[config.mk]
export PLATFORM = sky130hd
export DESIGN_NAME = vga_timing_ctrl
export DESIGN_NICKNAME = d
export VERILOG_FILES = /design/src/rtl/vga_timing_ctrl.sv
export SDC_FILE = /design/constraint.sdc
export NUM_CORES = 1
export LEC_CHECK = 0
export CORE_UTILIZATION = 42
export DETAILED_ROUTE_END_ITERATION = 8
export PLACE_DENSITY = 0.75
export SLEW_MARGIN = 0
export SYNTH_ARGS = -nofsm -noshare
export SYNTH_HDL_FRONTEND = slang
export SYNTH_SLANG_ARGS = --single-unit
[constraint.sdc]
create_clock -name CLK -period 1.8 [get_ports CLK]
set_clock_uncertainty 0.1 [all_clocks]
set_input_delay 0.27 -clock CLK [delete_from_list [all_inputs] [get_ports CLK]]
set_output_delay 0.27 -clock CLK [all_outputs]
set_load 0.01 [all_outputs]
[src/rtl/vga_timing_ctrl.sv]
// vga_timing_ctrl: pixel-timing sequencer for the VGA output path.
// Divides CLK down to a pixel enable (CE), scans PIX/LINE over the full
// H_TOTAL x V_TOTAL raster, and re-times sync/blanking so that HSYNC, VSYNC,
// ACTIVE and the blanked RGB line up with the image source's registered RGB.
//
// Ports:
//   CLK          system clock
//   RST          synchronous active-high reset (priority over EN)
//   EN           scan enable; low holds the block idle at (0,0)
//   CE           pixel enable to the image source
//   PIX, LINE    current scan coordinates (10 bits each)
//   R_IN/G_IN/B_IN  registered RGB from the image source
//   R/G/B        blanked RGB to the DAC
//   HSYNC/VSYNC  sync outputs, active level SYNC_POL
//   ACTIVE       high when R/G/B carry a visible pixel
//   FRAME_START  one-CLK pulse when the scan wraps to (0,0)
module vga_timing_ctrl #(
    parameter int unsigned H_VISIBLE = 640,
    parameter int unsigned H_FRONT   = 16,
    parameter int unsigned H_SYNC    = 96,
    parameter int unsigned H_BACK    = 48,
    parameter int unsigned V_VISIBLE = 480,
    parameter int unsigned V_FRONT   = 10,
    parameter int unsigned V_SYNC    = 2,
    parameter int unsigned V_BACK    = 33,
    parameter int unsigned CE_DIV    = 2,
    parameter bit          SYNC_POL  = 1'b0
) (
    input  logic       CLK,
    input  logic       RST,
    input  logic       EN,
    output logic       CE,
    output logic [9:0] PIX,
    output logic [9:0] LINE,
    input  logic [2:0] R_IN,
    input  logic [2:0] G_IN,
    input  logic [1:0] B_IN,
    output logic [2:0] R,
    output logic [2:0] G,
    output logic [1:0] B,
    output logic       HSYNC,
    output logic       VSYNC,
    output logic       ACTIVE,
    output logic       FRAME_START
);

    localparam int unsigned H_TOTAL      = H_VISIBLE + H_FRONT + H_SYNC + H_BACK;
    localparam int unsigned V_TOTAL      = V_VISIBLE + V_FRONT + V_SYNC + V_BACK;
    localparam int unsigned H_SYNC_START = H_VISIBLE + H_FRONT;
    localparam int unsigned H_SYNC_END   = H_SYNC_START + H_SYNC;
    localparam int unsigned V_SYNC_START = V_VISIBLE + V_FRONT;
    localparam int unsigned V_SYNC_END   = V_SYNC_START + V_SYNC;
    localparam int unsigned DIV_W        = (CE_DIV > 1) ? $clog2(CE_DIV) : 1;

    logic [DIV_W-1:0] div_cnt;
    logic             div_last;
    logic             pix_last;
    logic             line_last;
    logic             hs_c;
    logic             vs_c;
    logic             act_c;
    logic             s1_hs;
    logic             s1_vs;
    logic             s1_act;

    // Wrap detection and timing decode of the current scan position
    always_comb begin
        div_last  = (div_cnt == DIV_W'(CE_DIV - 1));
        pix_last  = (PIX == 10'(H_TOTAL - 1));
        line_last = (LINE == 10'(V_TOTAL - 1));
        hs_c      = (PIX >= 10'(H_SYNC_START)) && (PIX < 10'(H_SYNC_END));
        vs_c      = (LINE >= 10'(V_SYNC_START)) && (LINE < 10'(V_SYNC_END));
        act_c     = (PIX < 10'(H_VISIBLE)) && (LINE < 10'(V_VISIBLE));
    end

    // Divider, scan counters and two-stage alignment pipeline
    always_ff @(posedge CLK) begin
        if (RST || !EN) begin
            div_cnt     <= '0;
            CE          <= 1'b0;
            PIX         <= '0;
            LINE        <= '0;
            s1_hs       <= 1'b0;
            s1_vs       <= 1'b0;
            s1_act      <= 1'b0;
            HSYNC       <= ~SYNC_POL;
            VSYNC       <= ~SYNC_POL;
            ACTIVE      <= 1'b0;
            R           <= '0;
            G           <= '0;
            B           <= '0;
            FRAME_START <= 1'b0;
        end else begin
            div_cnt     <= div_last ? '0 : div_cnt + DIV_W'(1);
            CE          <= div_last;
            FRAME_START <= 1'b0;
            if (CE) begin
                if (pix_last) begin
                    PIX <= '0;
                    if (line_last) begin
                        LINE        <= '0;
                        FRAME_START <= 1'b1;
                    end else begin
                        LINE <= LINE + 10'd1;
                    end
                end else begin
                    PIX <= PIX + 10'd1;
                end
                // Stage 1 runs alongside the image source's RGB register
                s1_hs  <= hs_c;
                s1_vs  <= vs_c;
                s1_act <= act_c;
                // Stage 2: sync polarity applied, RGB blanked outside visible area
                HSYNC  <= s1_hs ^ ~SYNC_POL;
                VSYNC  <= s1_vs ^ ~SYNC_POL;
                ACTIVE <= s1_act;
                R      <= s1_act ? R_IN : 3'd0;
                G      <= s1_act ? G_IN : 3'd0;
                B      <= s1_act ? B_IN : 2'd0;
            end
        end
    end

endmodule
==> results of run 1 <==
-- layer usage --
| metal | track usage, % | vias to the layer above | routed length (um) |
|---|---|---|---|
| li1 | - | 744 | - |
| met1 | 23.9 | 731 | 1690 |
| met2 | 33.9 | 45 | 1900 |
| met3 | 4.35 | 6 | 199 |
| met4 | 10.8 | 0 | 64 |
| met5 | 0 | - | 0 |
-- cell type report --
| type | instances | area (um^2) | area share [%] |
|---|---|---|---|
| multi-input cells | 126 | 823 | 35.5 |
| flip-flops and latches | 37 | 742 | 32.0 |
| repair buffers | 64 | 592 | 25.5 |
| clock buffers | 6 | 72.6 | 3.13 |
| well taps | 46 | 57.6 | 2.48 |
| inverters | 6 | 22.5 | 0.971 |
| clock inverters | 2 | 10.0 | 0.432 |
-- path summary, 6_finish.rpt --
check,endpoint,cells past startpoint
worst max-delay path,LINE[5],7
worst min-delay path,div_cnt,1
worst max register to register,LINE[5],7
worst min register to register,div_cnt,1
-- layout by cell type (no fill, tap or decap), types with 6 or more instances in the layout --
| master | Yosys | layout |
|---|---|---|
| sky130_fd_sc_hd__nor2_1 | 25 | 25 |
| sky130_fd_sc_hd__dfxtp_1 | 37 | 36 |
| sky130_fd_sc_hd__nand2_1 | 13 | 13 |
| sky130_fd_sc_hd__a22oi_1 | 8 | 8 |
| sky130_fd_sc_hd__o21ai_0 | 9 | 9 |
| sky130_fd_sc_hd__xor2_1 | 6 | 6 |
| sky130_fd_sc_hd__clkdlybuf4s50_1 | 0 | 43 |
| sky130_fd_sc_hd__inv_1 | 6 | 6 |
| sky130_fd_sc_hd__buf_4 | 0 | 20 |
| sky130_fd_sc_hd__a21oi_1 | 11 | 11 |
-- worst max-delay path: stages, from the launching register on --
cell and delay, ns:
sky130_fd_sc_hd__dfxtp_1 0.34, sky130_fd_sc_hd__inv_1 0.08, sky130_fd_sc_hd__ha_1 0.15, sky130_fd_sc_hd__nor4bb_1 0.35, sky130_fd_sc_hd__nand4_1 0.15, sky130_fd_sc_hd__buf_4 0.19
sky130_fd_sc_hd__o21ai_2 0.24, sky130_fd_sc_hd__a21oi_1 0.07
-- per-stage QoR --
step / TNS [ns] / hold WS [ns] / instance area, um^2
2_1_floorplan: 0 / 0.284 / 1590
3_3_place_gp: 0 / 0.290 / 2200
3_5_place_dp: -0.0270 / 0.299 / 2200
4_1_cts: 0 / 0.309 / 2290
5_1_grt: -0.292 / 0.349 / 2320
6_report: 0 / 0.311 / 2320
-- cell families after synthesis --
logic type               Yosys count  synth area share (%)
XOR/XNOR                          11                  6.06
AO/OA/AOI/OAI                     31                  11.7
buffers and inverters             12                  3.31
flip-flops                        37                  46.6
multiplexers                       2                  1.26
adder cells (fa/ha/maj)            5                  3.94
AND/OR/NAND/NOR                   76                  27.2
-- repair_timing --
item | 4_1_cts | 5_1_grt
cloned | 0 | 1
setup endpoints to repair | 8 | 10
buffers inserted | 0 | 1
gates resized for setup | 2 | 3
pin swaps | 0 | 2
-- report_power, final --
| group | switching, mW | internal [mW] |
|---|---|---|
| clock | 0.275 | 0.268 |
| combinational | 0.0263 | 0.0334 |
| sequential | 0.00130 | 0.821 |
-- state kept, by name (all words and copies together) (netlist names), 2 cells and up --
register	flops
G	3
B	2
R	3
PIX	10
LINE	10
==> qor.txt, run 1 <==
Worst R2R Start = LINE[0]
Num CTS Buffers = 5
Primary FF master, synth = sky130_fd_sc_hd__dfxtp_1
Area share of the largest cell type after synthesis = 46.6%
Final core utilization = 66.9%
Worst Setup Slack post-DPL = -0.0138 ns
Overall power after layout = 1.42 mW
Clock transition at the registers of the reported paths = 0.07 ns
Gr usage total = 20.2%
Antenna Diode Count = 0
Max Fanout on Critical Path = 5
CTS tree = yes
Post-synthesis average cell area = 9.13 um^2
Worst EP arrival = 1.85 ns
Hold Fails Final Rpt = 0
P&R area growth vs syn = 46.0%
Final net count = 256
Vias in the first global route = 1379
Warning count from the yosys run = 0
DIE AREA = 4030 um^2
Die height = 63.5 um
Post-route DRC violation count = 0
Crit. End Element = flip-flop
Achievable clock frequency = 561 MHz
Worst Tran Pin Value = 0.509 ns
Number of hold buffers added after CTS = 0
Clock Sink Count = 37
EDFF count, synth = 0
Critical path origin = LINE[0]
Detailed Route WL = 3.85 mm
Largest net degree at the start of global routing = 14
Worst hold path class = reg -> reg
Setup-failing EPs final = 0
Fraction of the yosys area taken by sequential cells = 46.6%
LEAKAGE = 0.829 nW
Cells after Synth = 174
Overall via count from detail_route = 1526
Total half-perimeter wirelength after legalization and detailed placement = 2.80 mm
Commonest cells in the netlist = sky130_fd_sc_hd__dfxtp_1 (37), sky130_fd_sc_hd__nor2_1 (25), sky130_fd_sc_hd__nand2_1 (13)
Largest buffer count on any clock path = 2
Remaining global-route overflow = 0
Maximum level of the CTS H-tree = 2
Max-cap viol count = 0
# placed instances = 277
Number of routed nets with antenna violations = 0
Clock period minus final worst setup slack = 1.78 ns
RSZ-0062 raised after global routing = yes
Final-layout fill cell count = 295
Average via count per standard cell = 5.32
Period utilization = 99.0%
Post-synth net total = 190
Width of the die = 63.5 um
Placeable core region = 3470 um^2
Weighted congestion reported at the end of routability-driven placement = 0.920
CP startpoint kind = flip-flop
Max-Slew Margin vs Limit = 66.0%
Initial antenna violation count = 0
Total count of max-transition violations in the final report = 0
Number of top-level pins = 44
Most frequent cell after synthesis = sky130_fd_sc_hd__dfxtp_1
Clock tree root driver cell = sky130_fd_sc_hd__clkbuf_8
Worst Path Class, Setup = reg -> reg
Biggest area contributors in the synthesized netlist = sky130_fd_sc_hd__dfxtp_1 (47%), sky130_fd_sc_hd__nor2_1 (5.9%), sky130_fd_sc_hd__ha_1 (3.9%)
Synthesized cell area = 1590 um^2
Power per cell area = 614 nW/um^2
Iter 0 DRT Violations = 70
Dominant cell type by area after synthesis = sky130_fd_sc_hd__dfxtp_1
Finished Layout Cells = 287
Crit path setup slack, layout = 0.0188 ns
Outcome = complete, no violations
Wire length of the first global-routing pass = 6.22 mm
Number of input and output port buffers inserted = 43
Wirelength per Cell = 13.4 um
Insertion delay of the later-clocked pin in the worst-skew pair = 0.28 ns
Startpoint of the lowest-slack hold path = div_cnt
Share of layout cells above drive strength 1 = 15.8%
Maximum ir drop on the vdd rail = 0.000315 V
Router iterations before antenna repair = 4
Share of async-settable or async-resettable flops after synthesis = 0%
FF+latch count, synth = 37
Initial core utilization = 45.8%
Required arrival time at the worst endpoint = 1.87 ns
Number of distinct library cells after synthesis = 36
Std-Cell Rows = 21
Slack of the worst reg-to-reg path = 0.02 ns
(Power assumes the default switching activity.)
==> run 2, diff against run 1 <==
- CORE_MARGIN: unset -> 4
==> qor.txt, run 2 (synthesis gave the netlist of run 1 again) <==
Outcome = complete, no violations
Total half-perimeter wirelength after legalization and detailed placement = 2.70 mm
Largest buffer count on any clock path = 2
Maximum level of the CTS H-tree = 2
Max Fanout on Critical Path = 5
Worst Tran Pin Value = 0.329 ns
Iter 0 DRT Violations = 89
Die height = 69.5 um
Period utilization = 96.1%
Final-layout fill cell count = 315
Worst Path Class, Setup = reg -> out
Router iterations before antenna repair = 4
Required arrival time at the worst endpoint = 1.43 ns
Weighted congestion reported at the end of routability-driven placement = 0.802
Worst hold path class = reg -> reg
Final core utilization = 64.0%
Number of top-level pins = 44
Biggest cell delay along the critical path = 0.53 ns
Number of input and output port buffers inserted = 43
Number of buffer and inverter stages on the critical path = 2
Clock tree root driver cell = sky130_fd_sc_hd__clkbuf_8
Crit path setup slack, layout = 0.0701 ns
Setup_tns = 0 ns
Total count of max-transition violations in the final report = 0
P&R area growth vs syn = 47.5%
Met3 GRT Util = 3.33%
Max-cap viol count = 0
Achievable clock frequency = 578 MHz
Clock period minus final worst setup slack = 1.73 ns
DIE AREA = 4830 um^2
Insertion delay of the later-clocked pin in the worst-skew pair = 0.29 ns
Met2 Use GR = 24.7%
Setup-failing EPs final = 0
Initial core utilization = 43.4%
Cell with the largest stage delay on the worst path = sky130_fd_sc_hd__clkdlybuf4s50_1
Initial antenna violation count = 0
Critical Path, Cell by Cell = buf_4, clkdlybuf4s50_1
Gr usage total = 15.5%
Clock transition at the registers of the reported paths = 0.07 ns
Post-route cell area = 2340 um^2
Most common library cell in the layout ignoring fill and taps = sky130_fd_sc_hd__clkdlybuf4s50_1
RSZ-0062 raised after global routing = no
Number of routed nets with antenna violations = 0
Hold Fails Final Rpt = 0
Wirelength per Cell = 12.7 um
Power per cell area = 693 nW/um^2
Share of layout cells above drive strength 1 = 16.7%
Final net count = 255
Maximum ir drop on the vdd rail = 0.000547 V
Grt met1 use = 20.0%
Worst EP arrival = 1.36 ns
Num CTS Buffers = 5
Area taken by flip-flops and latches = 742 um^2
Overall power after layout = 1.62 mW
Remaining global-route overflow = 0
Detailed Route WL = 3.65 mm
Area after detailed placement = 2210 um^2
Top delay family on crit path = buffers and inverters
CP startpoint kind = flip-flop
LEAKAGE = 0.852 nW
Commonest non-fill, non-tap cells in the layout = sky130_fd_sc_hd__clkdlybuf4s50_1 (42), sky130_fd_sc_hd__dfxtp_1 (36), sky130_fd_sc_hd__nor2_1 (25), sky130_fd_sc_hd__buf_4 (21), sky130_fd_sc_hd__nand2_1 (13)
Antenna Diode Count = 0
Average via count per standard cell = 5.00
Worst Setup Slack post-DPL = 0.0682 ns
Vias in the first global route = 1381
GRT busiest layer = met2
Largest net degree at the start of global routing = 14
Crit. End Element = output pin
Area of combinational cells with multiple inputs = 808 um^2
Overall via count from detail_route = 1439
Width of the die = 69.5 um
Clock Sink Count = 37
CTS tree = yes
Post-route DRC violation count = 0
Wire length of the first global-routing pass = 6.23 mm
Largest registers in the final layout = LINE x10, PIX x10
Std-Cell Rows = 22
Placeable core region = 3660 um^2
Number of hold buffers added after CTS = 0
Max-Slew Margin vs Limit = 77.9%
==> run 2: changes by cell type in the layout (fill, tap and decap cells not counted), sizes merged <==
| cell | change |
|---|---|
| clkinv | -2 |
| bufinv | +1 |
| clkdlybuf4s50 | -1 |
| clkinvlp | +1 |
| dlymetal6s2s | +1 |
| o21ai | -1 |
==> run 2: power breakdown <==
part / switching [mW] / internal (mW)
Combinational: 0.0254 / 0.0332
Sequential: 0.00110 / 0.820
Clock: 0.293 / 0.450
Total: 0.319 / 1.30
==> run 2: repair_timing <==
| item | 4_1_cts | 5_1_grt |
|---|---|---|
| gates resized for setup | 0 | 5 |
| buffers inserted | 0 | 0 |
| endpoints found under the setup margin | 0 | 8 |
| endpoints found under the hold margin | 0 | 0 |
==> run 2: final timing paths <==
check | startpoint | to | slack (ns) | cells past startpoint
min | div_cnt | div_cnt | 0.31 | 1
min reg2reg | div_cnt | div_cnt | 0.31 | 1
max reg2reg | PIX[7] | LINE[9] | 0.14 | 4
max | PIX[5] | PIX[5] | 0.07 | 2
==> run 2: layer usage <==
metal | vias to the layer above | part of all wire, %
li1 | 737 | -
met1 | 665 | 49
met2 | 33 | 47
met3 | 4 | 4.0
met4 | 0 | 0.52
met5 | - | 0
==> run 2: area by class of cell <==
cell class / count / share of cell area, %
sequential: 37 / 31.7
clock buffer: 6 / 3.52
timing repair buffer: 64 / 25.2
multi-input combinational: 125 / 34.5
clock inverter: 2 / 1.60
inverter: 6 / 0.961
tap: 48 / 2.56
==> run 2: through the flow <==
step,hold slack (ns),std cells
after floorplan,0.284,174
after global placement,0.292,280
after detailed placement,0.302,280
after CTS,0.312,288
after global routing,0.344,288
final,0.313,288
==> run 3, diff against run 2 <==
- HOLD_SLACK_MARGIN: unset -> 0.12
==> results of run 3 <==
The final DEF is identical to that of run 2; final timing and power are the same.
